[src/rtl/ysyx_clint_pkg.sv]
// Shared definitions for the core-local timer: AXI response codes and the
// read-channel state encoding.
package ysyx_clint_pkg;

  localparam logic [1:0] RESP_OKAY   = 2'b00;
  localparam logic [1:0] RESP_SLVERR = 2'b10;
  localparam logic [1:0] RESP_DECERR = 2'b11;

  typedef enum logic {
    IDLE = 1'b0,
    RESP = 1'b1
  } rd_state_e;

endpackage

[src/rtl/ysyx_clint_mtime.sv]
// Free-running 64-bit mtime counter with a 32-bit word / byte-strobe write
// port. A write replaces the selected bytes and suppresses that cycle's
// increment.
module ysyx_clint_mtime (
  input  logic        clk,
  input  logic        rst,
  input  logic        wr_en,
  input  logic        wr_hi,
  input  logic [31:0] wr_data,
  input  logic [3:0]  wr_strb,
  output logic [63:0] mtime
);

  logic [63:0] mtime_q;
  logic [63:0] mtime_nxt;

  // Next value: increment, or merge the strobed bytes into the chosen word.
  always_comb begin
    mtime_nxt = mtime_q + 64'd1;
    if (wr_en) begin
      mtime_nxt = mtime_q;
      for (int b = 0; b < 4; b++) begin
        if (wr_strb[b]) begin
          if (wr_hi) mtime_nxt[32 + 8*b +: 8] = wr_data[8*b +: 8];
          else       mtime_nxt[8*b +: 8]      = wr_data[8*b +: 8];
        end
      end
    end
  end

  // Counter register; wraps naturally at 2^64.
  always_ff @(posedge clk) begin
    if (rst) mtime_q <= '0;
    else     mtime_q <= mtime_nxt;
  end

  assign mtime = mtime_q;

endmodule

[src/rtl/ysyx_clint.sv]
// CLINT slave: exposes mtime as two 32-bit words over a single-beat AXI4
// slave port. Build option YSYX_CLINT_MTIME_WRITE_EN makes mtime writable;
// without it every write is answered with SLVERR and discarded.
//
// Read FSM:
//   state | meaning
//   IDLE  | arready high, waiting for a read address
//   RESP  | rvalid high, holding captured data until rready
module ysyx_clint
  import ysyx_clint_pkg::*;
#(
  parameter int              ADDR_W  = 32,
  parameter int              DATA_W  = 32,
  parameter logic [ADDR_W-1:0] ADDR_LO = 32'h0200_0048,
  parameter logic [ADDR_W-1:0] ADDR_HI = 32'h0200_004C
) (
  input  logic                clk,
  input  logic                rst,
  input  logic [1:0]          arburst,
  input  logic [2:0]          arsize,
  input  logic [7:0]          arlen,
  input  logic [3:0]          arid,
  input  logic [ADDR_W-1:0]   araddr,
  input  logic                arvalid,
  output logic                arready_o,
  output logic [3:0]          rid,
  output logic                rlast_o,
  output logic [DATA_W-1:0]   rdata_o,
  output logic [1:0]          rresp_o,
  output logic                rvalid_o,
  input  logic                rready,
  input  logic [1:0]          awburst,
  input  logic [2:0]          awsize,
  input  logic [7:0]          awlen,
  input  logic [3:0]          awid,
  input  logic [ADDR_W-1:0]   awaddr,
  input  logic                awvalid,
  output logic                awready_o,
  input  logic                wlast,
  input  logic [DATA_W-1:0]   wdata,
  input  logic [DATA_W/8-1:0] wstrb,
  input  logic                wvalid,
  output logic                wready_o,
  output logic [3:0]          bid,
  output logic [1:0]          bresp_o,
  output logic                bvalid_o,
  input  logic                bready
);

  // Burst/size/last fields carry no information for single-beat word access.
  logic unused_inputs;
  assign unused_inputs = ^{arburst, arsize, arlen, awburst, awsize, awlen, wlast};

  logic [63:0] mtime;

  // ---------------- read channel ----------------
  rd_state_e         rd_state, rd_state_nxt;
  logic [DATA_W-1:0] rdata_q, rd_sel_data;
  logic [1:0]        rresp_q, rd_sel_resp;
  logic [3:0]        rid_q;
  logic              ar_hs, r_hs;

  assign arready_o = (rd_state == IDLE);
  assign rvalid_o  = (rd_state == RESP);
  assign rlast_o   = rvalid_o;
  assign ar_hs     = arvalid && arready_o;
  assign r_hs      = rvalid_o && rready;
  assign rdata_o   = rdata_q;
  assign rresp_o   = rresp_q;
  assign rid       = rid_q;

  // Address decode of the requested mtime word.
  always_comb begin
    rd_sel_data = '0;
    rd_sel_resp = RESP_DECERR;
    if (araddr == ADDR_LO) begin
      rd_sel_data = mtime[31:0];
      rd_sel_resp = RESP_OKAY;
    end else if (araddr == ADDR_HI) begin
      rd_sel_data = mtime[63:32];
      rd_sel_resp = RESP_OKAY;
    end
  end

  // Read FSM next state.
  always_comb begin
    rd_state_nxt = rd_state;
    case (rd_state)
      IDLE:    if (ar_hs) rd_state_nxt = RESP;
      RESP:    if (r_hs)  rd_state_nxt = IDLE;
      default: rd_state_nxt = IDLE;
    endcase
  end

  // Read state and response capture; data is the pre-increment value.
  always_ff @(posedge clk) begin
    if (rst) begin
      rd_state <= IDLE;
      rdata_q  <= '0;
      rresp_q  <= RESP_OKAY;
      rid_q    <= '0;
    end else begin
      rd_state <= rd_state_nxt;
      if (ar_hs) begin
        rdata_q <= rd_sel_data;
        rresp_q <= rd_sel_resp;
        rid_q   <= arid;
      end
    end
  end

  // ---------------- write channel ----------------
  logic                aw_held, w_held, bvalid_q;
  logic [ADDR_W-1:0]   awaddr_q;
  logic [3:0]          awid_q, bid_q;
  logic [DATA_W-1:0]   wdata_q;
  logic [DATA_W/8-1:0] wstrb_q;
  logic [1:0]          bresp_q, wr_resp;
  logic                aw_hs, w_hs, b_fire, b_hs;
  logic                wr_en, wr_hi;

  assign awready_o = !aw_held;
  assign wready_o  = !w_held;
  assign aw_hs     = awvalid && awready_o;
  assign w_hs      = wvalid && wready_o;
  assign b_fire    = aw_held && w_held && !bvalid_q;
  assign b_hs      = bvalid_q && bready;
  assign bvalid_o  = bvalid_q;
  assign bid       = bid_q;
  assign bresp_o   = bresp_q;
  assign wr_hi     = (awaddr_q == ADDR_HI);

`ifdef YSYX_CLINT_MTIME_WRITE_EN
  logic wr_hit;
  assign wr_hit  = (awaddr_q == ADDR_LO) || wr_hi;
  assign wr_resp = wr_hit ? RESP_OKAY : RESP_DECERR;
  // Commit coincides with the response being raised.
  assign wr_en   = b_fire && wr_hit;
`else
  assign wr_resp = RESP_SLVERR;
  assign wr_en   = 1'b0;
`endif

  // AW/W holders fill independently; response fires once both are held.
  always_ff @(posedge clk) begin
    if (rst) begin
      aw_held  <= 1'b0;
      w_held   <= 1'b0;
      bvalid_q <= 1'b0;
      awaddr_q <= '0;
      awid_q   <= '0;
      wdata_q  <= '0;
      wstrb_q  <= '0;
      bid_q    <= '0;
      bresp_q  <= RESP_OKAY;
    end else if (b_hs) begin
      aw_held  <= 1'b0;
      w_held   <= 1'b0;
      bvalid_q <= 1'b0;
    end else begin
      if (aw_hs) begin
        aw_held  <= 1'b1;
        awaddr_q <= awaddr;
        awid_q   <= awid;
      end
      if (w_hs) begin
        w_held  <= 1'b1;
        wdata_q <= wdata;
        wstrb_q <= wstrb;
      end
      if (b_fire) begin
        bvalid_q <= 1'b1;
        bid_q    <= awid_q;
        bresp_q  <= wr_resp;
      end
    end
  end

  ysyx_clint_mtime u_mtime (
    .clk     (clk),
    .rst     (rst),
    .wr_en   (wr_en),
    .wr_hi   (wr_hi),
    .wr_data (wdata_q),
    .wr_strb (wstrb_q),
    .mtime   (mtime)
  );

endmodule

[config.mk]
export PLATFORM = sky130hd
export DESIGN_NAME = ysyx_clint
export DESIGN_NICKNAME = d
export VERILOG_FILES = /design/src/rtl/ysyx_clint_pkg.sv /design/src/rtl/ysyx_clint_mtime.sv /design/src/rtl/ysyx_clint.sv
export SDC_FILE = /design/constraint.sdc
export NUM_CORES = 1
export LEC_CHECK = 0
export CORE_UTILIZATION = 45
export CTS_BUF_LIST = sky130_fd_sc_hd__clkbuf_4
export DETAILED_ROUTE_END_ITERATION = 10
export PLACE_DENSITY = 0.81
export SETUP_SLACK_MARGIN = 0.2
export SKIP_LAST_GASP = 1
export SLEW_MARGIN = 20
export SYNTH_ARGS = -nofsm -noshare
export SYNTH_HDL_FRONTEND = slang
export SYNTH_SLANG_ARGS = --single-unit
[constraint.sdc]
create_clock -name clk -period 3.85 [get_ports clk]
set_clock_uncertainty 0.05 [all_clocks]
set_input_delay 0.5775 -clock clk [delete_from_list [all_inputs] [get_ports clk]]
set_output_delay 0.5775 -clock clk [all_outputs]
set_load 0.02 [all_outputs]
### Yosys cells after proc, flatten, opt, wreduce, memory -nomap -nowiden

Index checks and enable logic that the tools add are counted.

* word-level logic and storage cells: 36
* bits of input ports: 142
* flip-flop bits (word level): 115
* output and inout port bits: 50

* multiplexer cells: 7
* equal/unequal tests: 2
* reductions and logical operators: 13
* add/sub/neg operators: 1
* bitwise gates (word level): 2

Operators by type and width (number)
* 64-bit by 1-bit adder with 64-bit output (second input constant): 1
* 32-bit by 26-bit equality test with 1-bit output (second input constant): 2
* 32-bit two-way mux: 2
* 1-bit logical AND: 7
* 2-bit two-way mux: 2
* 2-bit AND reduction: 2
* 1-bit logical NOT: 3
* 1-bit two-way mux: 2
* 1-bit inverter: 2
* 1-bit case mux with 2 select lines: 1
* 2-bit OR reduction: 1

### Depth between registers and ports, before layout

Gate-level depths: netlist (run 1).

* word-level depth: 4
* mapped depth: 7
* gate-level depth less buffers: 6

### Modules after synthesis

Synthesis (run 1) repeated with hierarchy kept, for this count alone.

* cell total of the unflattened synthesis: 1105
* area, all modules: 8769.7 um^2

Modules (own cells, without submodules)
* ysyx_clint: instances 1, cells an instance 530, area each 4590.7 um^2, seq. area each 2362.3 um^2
* ysyx_clint_mtime: instances 1, cells an instance 575, area each 4179.0 um^2, seq. area each 1281.2 um^2

### Least setup slack after synthesis (run 1)

OpenSTA, ideal clock, no wires.

* kind: input -> register
* from: input port araddr[16]
* to: register rdata_q[22] (netlist: rdata_o[22])
* stages: 5
* library setup time: 65 ps
* data required time: 3735 ps
* buffers on the path: 1
* path slack: 1611 ps
* arrival: 2124 ps
* cells stage by stage: or4_1 nor4_1 clkbuf_1 a22oi_1 nor2_1

* word-level cells in the longest chain between the ends: 3
* elaborated cells between the ends (all ways): 4
* those cells by class: eq/ne: 2; mux: 2

RTL lines
* start: declaration: RTL line ysyx_clint.sv:23 `input logic [ADDR_W-1:0] araddr,`
* 32-bit by 26-bit equality test with 1-bit output: RTL line ysyx_clint.sv:79 `end else if (araddr == ADDR_HI) begin`
* 32-bit two-way mux: RTL line ysyx_clint.sv:79
* 32-bit two-way mux *: RTL line ysyx_clint.sv:76 `if (araddr == ADDR_LO) begin`
* end signal: assignment: RTL line ysyx_clint.sv:105 `rdata_q <= rd_sel_data;`
* end: declaration: RTL line ysyx_clint.sv:58 `logic [DATA_W-1:0] rdata_q, rd_sel_data;`

Every way passes the cells marked *; elsewhere a longest branch is shown, timed or not.
A chain may end at the register's enable or synchronous reset.

### Worst setup path in the final report (run 1)

* from: register u_mtime.mtime_q[2] (netlist: u_mtime.mtime[2])
* to: register u_mtime.mtime_q[45] (netlist: u_mtime.mtime[45])

* word-level cells in the longest chain between the ends: 1

RTL lines
* start: declaration: RTL line ysyx_clint_mtime.sv:14 `logic [63:0] mtime_q;`
* start signal: assignment: RTL line ysyx_clint_mtime.sv:34 `else mtime_q <= mtime_nxt;`
* 64-bit by 1-bit adder with 64-bit output: RTL line ysyx_clint_mtime.sv:19 `mtime_nxt = mtime_q + 64'd1;`

Every way passes these cells.

==> results of run 1 <==
-- synthesized netlist by cell type --
| cell | count | share of area |
|---|---|---|
| a211oi_1 | 1 | 0.0015 |
| xor2_1 | 16 | 0.028 |
| nand3_2 | 1 | 0.0020 |
| buf_1 | 3 | 0.0022 |
| or4_1 | 11 | 0.016 |
| o21ai_0 | 24 | 0.024 |
| or3_1 | 23 | 0.028 |
| clkbuf_1 | 27 | 0.020 |
| dfxtp_1 | 114 | 0.45 |
| nand4_1 | 23 | 0.028 |
| nand4_2 | 1 | 0.0025 |
| nor4_2 | 1 | 0.0025 |
| a21oi_1 | 39 | 0.038 |
| a22oi_1 | 32 | 0.047 |
| nor4b_1 | 3 | 0.0052 |
| nor4_4 | 1 | 0.0042 |
| ha_1 | 1 | 0.0025 |
| nor2_1 | 82 | 0.060 |
| conb_1 | 1 | 0.00074 |
| and3_1 | 6 | 0.0074 |
| mux2_2 | 30 | 0.066 |
| buf_2 | 2 | 0.0020 |
| nand2_1 | 36 | 0.027 |
| buf_4 | 3 | 0.0044 |
| and4_1 | 3 | 0.0052 |
| nand3_1 | 29 | 0.029 |
| o21a_1 | 2 | 0.0029 |
| nor4_1 | 10 | 0.012 |
| o31ai_1 | 10 | 0.015 |
| nor3_2 | 2 | 0.0039 |
| nor3_1 | 8 | 0.0079 |
| mux2i_1 | 8 | 0.016 |
| nor2b_1 | 4 | 0.0049 |
| inv_1 | 12 | 0.0088 |
| or3b_2 | 1 | 0.0017 |
| nand2b_1 | 1 | 0.0012 |
| xnor2_1 | 14 | 0.024 |
-- per-layer routing --
layer	part of all wire	global-route usage
met1	0.44	0.259
met2	0.51	0.364
met3	0.043	0.0518
met4	0.013	0.0714
met5	0	0
-- path summary, 6_finish.rpt --
path | end | from | cells past startpoint
min reg2reg | rid[1] | rid[1] | 2
min | rid[1] | rid[1] | 2
max reg2reg | u_mtime.mtime[45] | u_mtime.mtime[2] | 5
max | u_mtime.mtime[45] | u_mtime.mtime[2] | 5
-- worst register-to-register path: stages (launching register included) --
cell and delay [ps]:
dfxtp_1 460, nand4_1 260, nor3_2 660, nand3_1 450, or4_1 580, a21oi_1 150
-- power by group through the flow --
stage / logic [mW] / clock network [mW] / registers [mW]
after global placement: 0.147 / 0 / 1.23
after floorplan: 0.0690 / 0 / 1.23
after detailed placement: 0.150 / 0 / 1.23
after global routing: 0.160 / 0.962 / 1.20
after CTS: 0.150 / 0.896 / 1.20
final: 0.150 / 0.873 / 1.20
-- layout make-up --
class	instances	share of cell area
tap	140	0.0274
multi-input combinational	424	0.410
sequential	114	0.357
inverter	12	0.00704
clock inverter	14	0.0227
timing repair buffer	100	0.155
clock buffer	18	0.0211
-- layout by cell type (no fill, tap or decap), types with 9 or more instances in the layout --
| master | n |
|---|---|
| dfxtp_1 | 114 |
| clkdlybuf4s50_1 | 94 |
| nor2_1 | 82 |
| a21oi_1 | 39 |
| nand2_1 | 36 |
| a22oi_1 | 32 |
| mux2_2 | 30 |
| nand3_1 | 29 |
| o21ai_0 | 24 |
| nand4_1 | 23 |
| or3_1 | 23 |
| clkbuf_4 | 18 |
| xor2_1 | 16 |
| xnor2_1 | 14 |
| inv_1 | 12 |
| or4_1 | 11 |
| o31ai_1 | 10 |
| nor4_1 | 9 |
-- metrics by stage --
step | area [µm²] | total power [mW] | setup slack [ps]
floorplan | 5090 | 1.30 | 1610
global placement | 6110 | 1.37 | 1270
detailed placement | 6110 | 1.38 | 1190
CTS | 6390 | 2.25 | 1170
global route | 6400 | 2.33 | 1030
finish | 6400 | 2.22 | 1170
-- sequential cells by signal (all words and copies together), names as in the netlist, 4 cells and up --
name,count
awid_q,4
u_mtime.mtime,64
bid,4
rdata_o,32
rid,4
-- cells by family (layout without fill, tap and decap cells) --
family                   count (synthesis)  count (layout)  share of synthesized area
other                                    1               1                   0.000737
multiplexers                            38              38                     0.0821
flip-flops                             114             114                      0.448
AO/OA/AOI/OAI                          108             108                      0.128
AND/OR/NAND/NOR                        246             246                      0.249
XOR/XNOR                                30              30                     0.0516
adder cells (fa/ha/maj)                  1               1                    0.00246
buffers and inverters                   47             144                     0.0374
==> results.sh, run 1 <==
export IMPL_status="finished, final reports clean"
export IMPL_routed_via_density=5.61
export IMPL_cts_htree_levels=4
export IMPL_ys_warnings_count=0
export IMPL_hp_class="register to register"
export IMPL_post_route_period_util=0.697
export IMPL_cpMaxStageDelayCell="nor3_2"
export IMPL_path_delay_family="simple AND/OR/NAND/NOR gates"
export IMPL_antenna_found_initial=0
export IMPL_post_route_util=0.585
export IMPL_rows=38
export IMPL_fmax_mhz=373
export IMPL_report_final_hold_viol_count=0
export IMPL_numCtsBuffers=17
export IMPL_max_slew_margin=0.443
export IMPL_seq_area_frac_synth=0.448
export IMPL_drive_above_1_share=0.106
export IMPL_seqCellArea_um2=2280
export IMPL_hpwl_mm=8.23
export IMPL_fillers=975
export IMPL_diodes=0
export IMPL_cts_root_buf="clkbuf_4"
export IMPL_ctsHoldBuffers=0
export IMPL_cts_resized=0
export IMPL_slew_viol_final=0
export IMPL_clkPwrFrac=0.393
export IMPL_required_ps=4220
export IMPL_worstPathArrival_ps=3060
export IMPL_syn_area_um2=5090
export IMPL_start_util=0.465
export IMPL_gp_congestion=0.827
export IMPL_slowest_delay_ps=660
export IMPL_grt_max_degree=114
export IMPL_cts_sinks=114
export IMPL_place_inst=790
export IMPL_r2r_slack_ps=1170
export IMPL_dr_total_vias=4612
export IMPL_drtPass1Iterations=5
export IMPL_fin_crit_ps=2680
export IMPL_overflow=0
export IMPL_crit_buf_inv=0
export IMPL_crit_type="register to register"
export IMPL_avgSynthCellArea_um2=8.70
export IMPL_worst_setup_path_start_kind="register"
export IMPL_ys_seq_elements=114
export IMPL_setup_viol=0
export IMPL_die_y_um=108
export IMPL_post_drt_wl_per_cell_um=14.7
export IMPL_power_switching_mw=0.512
export IMPL_synthCells=585
export IMPL_p_leak_nw=2.14
export IMPL_tightest_slew_ps=836
export IMPL_synth_nets=728
export IMPL_boundaryPins=192
export IMPL_die_area_um2=11700
export IMPL_ir_drop_v=0.000259
export IMPL_crit_fanout=10
export IMPL_grt_pass1_wl_mm=19.7
export IMPL_insertion_delay_ps=500
export IMPL_p_seq_frac=0.540
export IMPL_ys_types=37
export IMPL_p_int_mw=1.71
export IMPL_final_setup_tns_ps=0
export IMPL_power_frac_comb=0.067
export IMPL_grt_pass1_vias=4343
export IMPL_cp_cell_sequence="nand4_1, nor3_2, nand3_1, or4_1, a21oi_1"
export IMPL_post_route_drc_count=0
export IMPL_core_um2=10900
export IMPL_nets=812
export IMPL_drtIter0Drc=350
export IMPL_cap_violations=0
export IMPL_cts_tree="done"
export IMPL_powerDensity_nw_per_um2=348
export IMPL_hold_ws_ps=412
export IMPL_path_clk_slew_ps=90
export IMPL_drt_wl_total_mm=12.0
export IMPL_cts_setup_buffers=0
export IMPL_ant_nets=0
export IMPL_end_kind="register"
export IMPL_rsz0062_at_grt="no"
export IMPL_syn_to_final_growth_pct=25.7
export IMPL_multi_input_area_um2=2620
export IMPL_instances_no_fill=822
export IMPL_numPortBuffers=95
export IMPL_fp_dieW_um=108
export IMPL_clockBufferDepth=2
export IMPL_swShare=0.230
export IMPL_grt_usage=0.212
(Power assumes the default switching activity.)
==> run 2: changes to the inputs <==
clock period = 2.48 ns   (was 3.85 ns; I/O delays follow)
==> results.sh, run 2 (synthesized netlist as in run 1, its figures left out) <==
export IMPL_drtIter0Drc=362
export IMPL_overflow=0
export IMPL_clockBufferDepth=2
export IMPL_p_leak_nw=2.21
export IMPL_drtPass1Iterations=5
export IMPL_syn_to_final_growth_pct=28.2
export IMPL_slew_viol_final=0
export IMPL_power_mw=3.39
export IMPL_swShare=0.239
export IMPL_numPortBuffers=95
export IMPL_gp_congestion=0.849
export IMPL_cts_root_buf="clkbuf_4"
export IMPL_clkPwrFrac=0.378
export IMPL_ant_nets=0
export IMPL_post_drt_wl_per_cell_um=15.1
export IMPL_start_util=0.465
export IMPL_power_switching_mw=0.811
export IMPL_fillers=959
export IMPL_powerDensity_nw_per_um2=519
export IMPL_final_common_cell="dfxtp_1"
export IMPL_required_ps=2860
export IMPL_grt_pass1_vias=4499
export IMPL_p_seq_frac=0.551
export IMPL_ctsHoldBuffers=0
export IMPL_ir_drop_v=0.000400
export IMPL_final_cell_mix="114 x dfxtp_1, 94 x clkdlybuf4s50_1, 82 x nor2_1"
export IMPL_grt_pass1_wl_mm=20.5
export IMPL_place_inst=803
export IMPL_drt_wl_total_mm=12.6
export IMPL_cts_tree="done"
export IMPL_placed_area_um2=6250
export IMPL_cts_sinks=114
export IMPL_boundaryPins=192
export IMPL_grt_max_degree=64
export IMPL_path_clk_slew_ps=100
export IMPL_fin_crit_ps=2150
export IMPL_p_int_mw=2.58
export IMPL_rsz0062_at_grt="no"
export IMPL_crit_fanout=12
export IMPL_largest_reg_flops=64
export IMPL_setup_viol=0
export IMPL_crit_type="register to register"
export IMPL_die_y_um=108
export IMPL_status="finished, final reports clean"
export IMPL_cts_htree_levels=4
export IMPL_nets=826
export IMPL_numCtsBuffers=17
export IMPL_end_kind="register"
export IMPL_hpwl_mm=8.74
export IMPL_insertion_delay_ps=500
export IMPL_worst_setup_path_start_kind="register"
export IMPL_antenna_found_initial=1
export IMPL_report_final_hold_viol_count=0
export IMPL_routed_via_density=5.63
export IMPL_post_route_drc_count=0
export IMPL_cap_violations=0
export IMPL_fp_dieW_um=108
export IMPL_seqCellArea_um2=2280
export IMPL_drive_above_1_share=0.126
export IMPL_power_frac_comb=0.071
export IMPL_dr_total_vias=4714
export IMPL_hp_class="input pin to register"
export IMPL_fmax_mhz=466
export IMPL_worstPathArrival_ps=2520
export IMPL_core_um2=10900
export IMPL_post_route_period_util=0.865
export IMPL_instances_no_fill=837
export IMPL_multi_input_area_um2=2630
export IMPL_rows=38
export IMPL_grt_usage=0.220
export IMPL_die_area_um2=11700
export IMPL_final_setup_tns_ps=0
export IMPL_finalInstanceArea_um2=6530
run 2: path summary, 6_finish.rpt:
check	start	end	slack, ps	cells after the start
max	u_mtime.mtime[19]	u_mtime.mtime[55]	330	8
min	rst	rdata_o[18]	230	2
max reg2reg	u_mtime.mtime[19]	u_mtime.mtime[55]	330	8
min reg2reg	bresp_o[1]	bresp_o[1]	410	2
run 2: stage by stage:
step	setup slack, ps	util	hold slack (ps)
after floorplan	446	-	389
after global placement	267	0.571	385
after detailed placement	199	0.571	395
after CTS	217	0.595	203
after global routing	218	0.597	207
final	335	0.597	229
run 2: repair_timing:
action | in CTS | in global routing
setup buffers | 0 | 1
endpoints found under the setup margin | 7 | 22
resized for setup | 0 | 1
pin swaps | 1 | 1
cloned | 0 | 0
run 2: per-layer routing:
metal,vias up,wire length [µm],GRT usage
met2,133,6370,0.369
met1,2245,5410,0.270
met4,0,272,0.107
met3,30,567,0.0422
li1,2306,-,-
met5,-,0,0
run 2: layout make-up:
type	instances	share of cell area
well taps	140	0.0268
clock inverters	13	0.0182
clock buffers	19	0.0219
multi-input cells	424	0.403
inverters	12	0.00690
repair buffers	114	0.173
diodes	1	0.000384
flip-flops and latches	114	0.350
run 2: power by group through the flow:
stage	Clock (mW)	Sequential (mW)	Combinational [mW]
6_report	1.28	1.86	0.242
5_1_grt	1.39	1.87	0.258
4_1_cts	1.30	1.87	0.242
3_5_place_dp	0	1.91	0.242
3_3_place_gp	0	1.91	0.236
2_1_floorplan	0	1.91	0.107
run 2: worst max-delay path, stage by stage, from the launching register on:
cell and delay [ps]:
dfxtp_1 430, nand3_1 190, nor4_4 280, buf_4 200
buf_4 160, nand3_1 70, buf_4 190, or3_1 350
a21oi_1 160
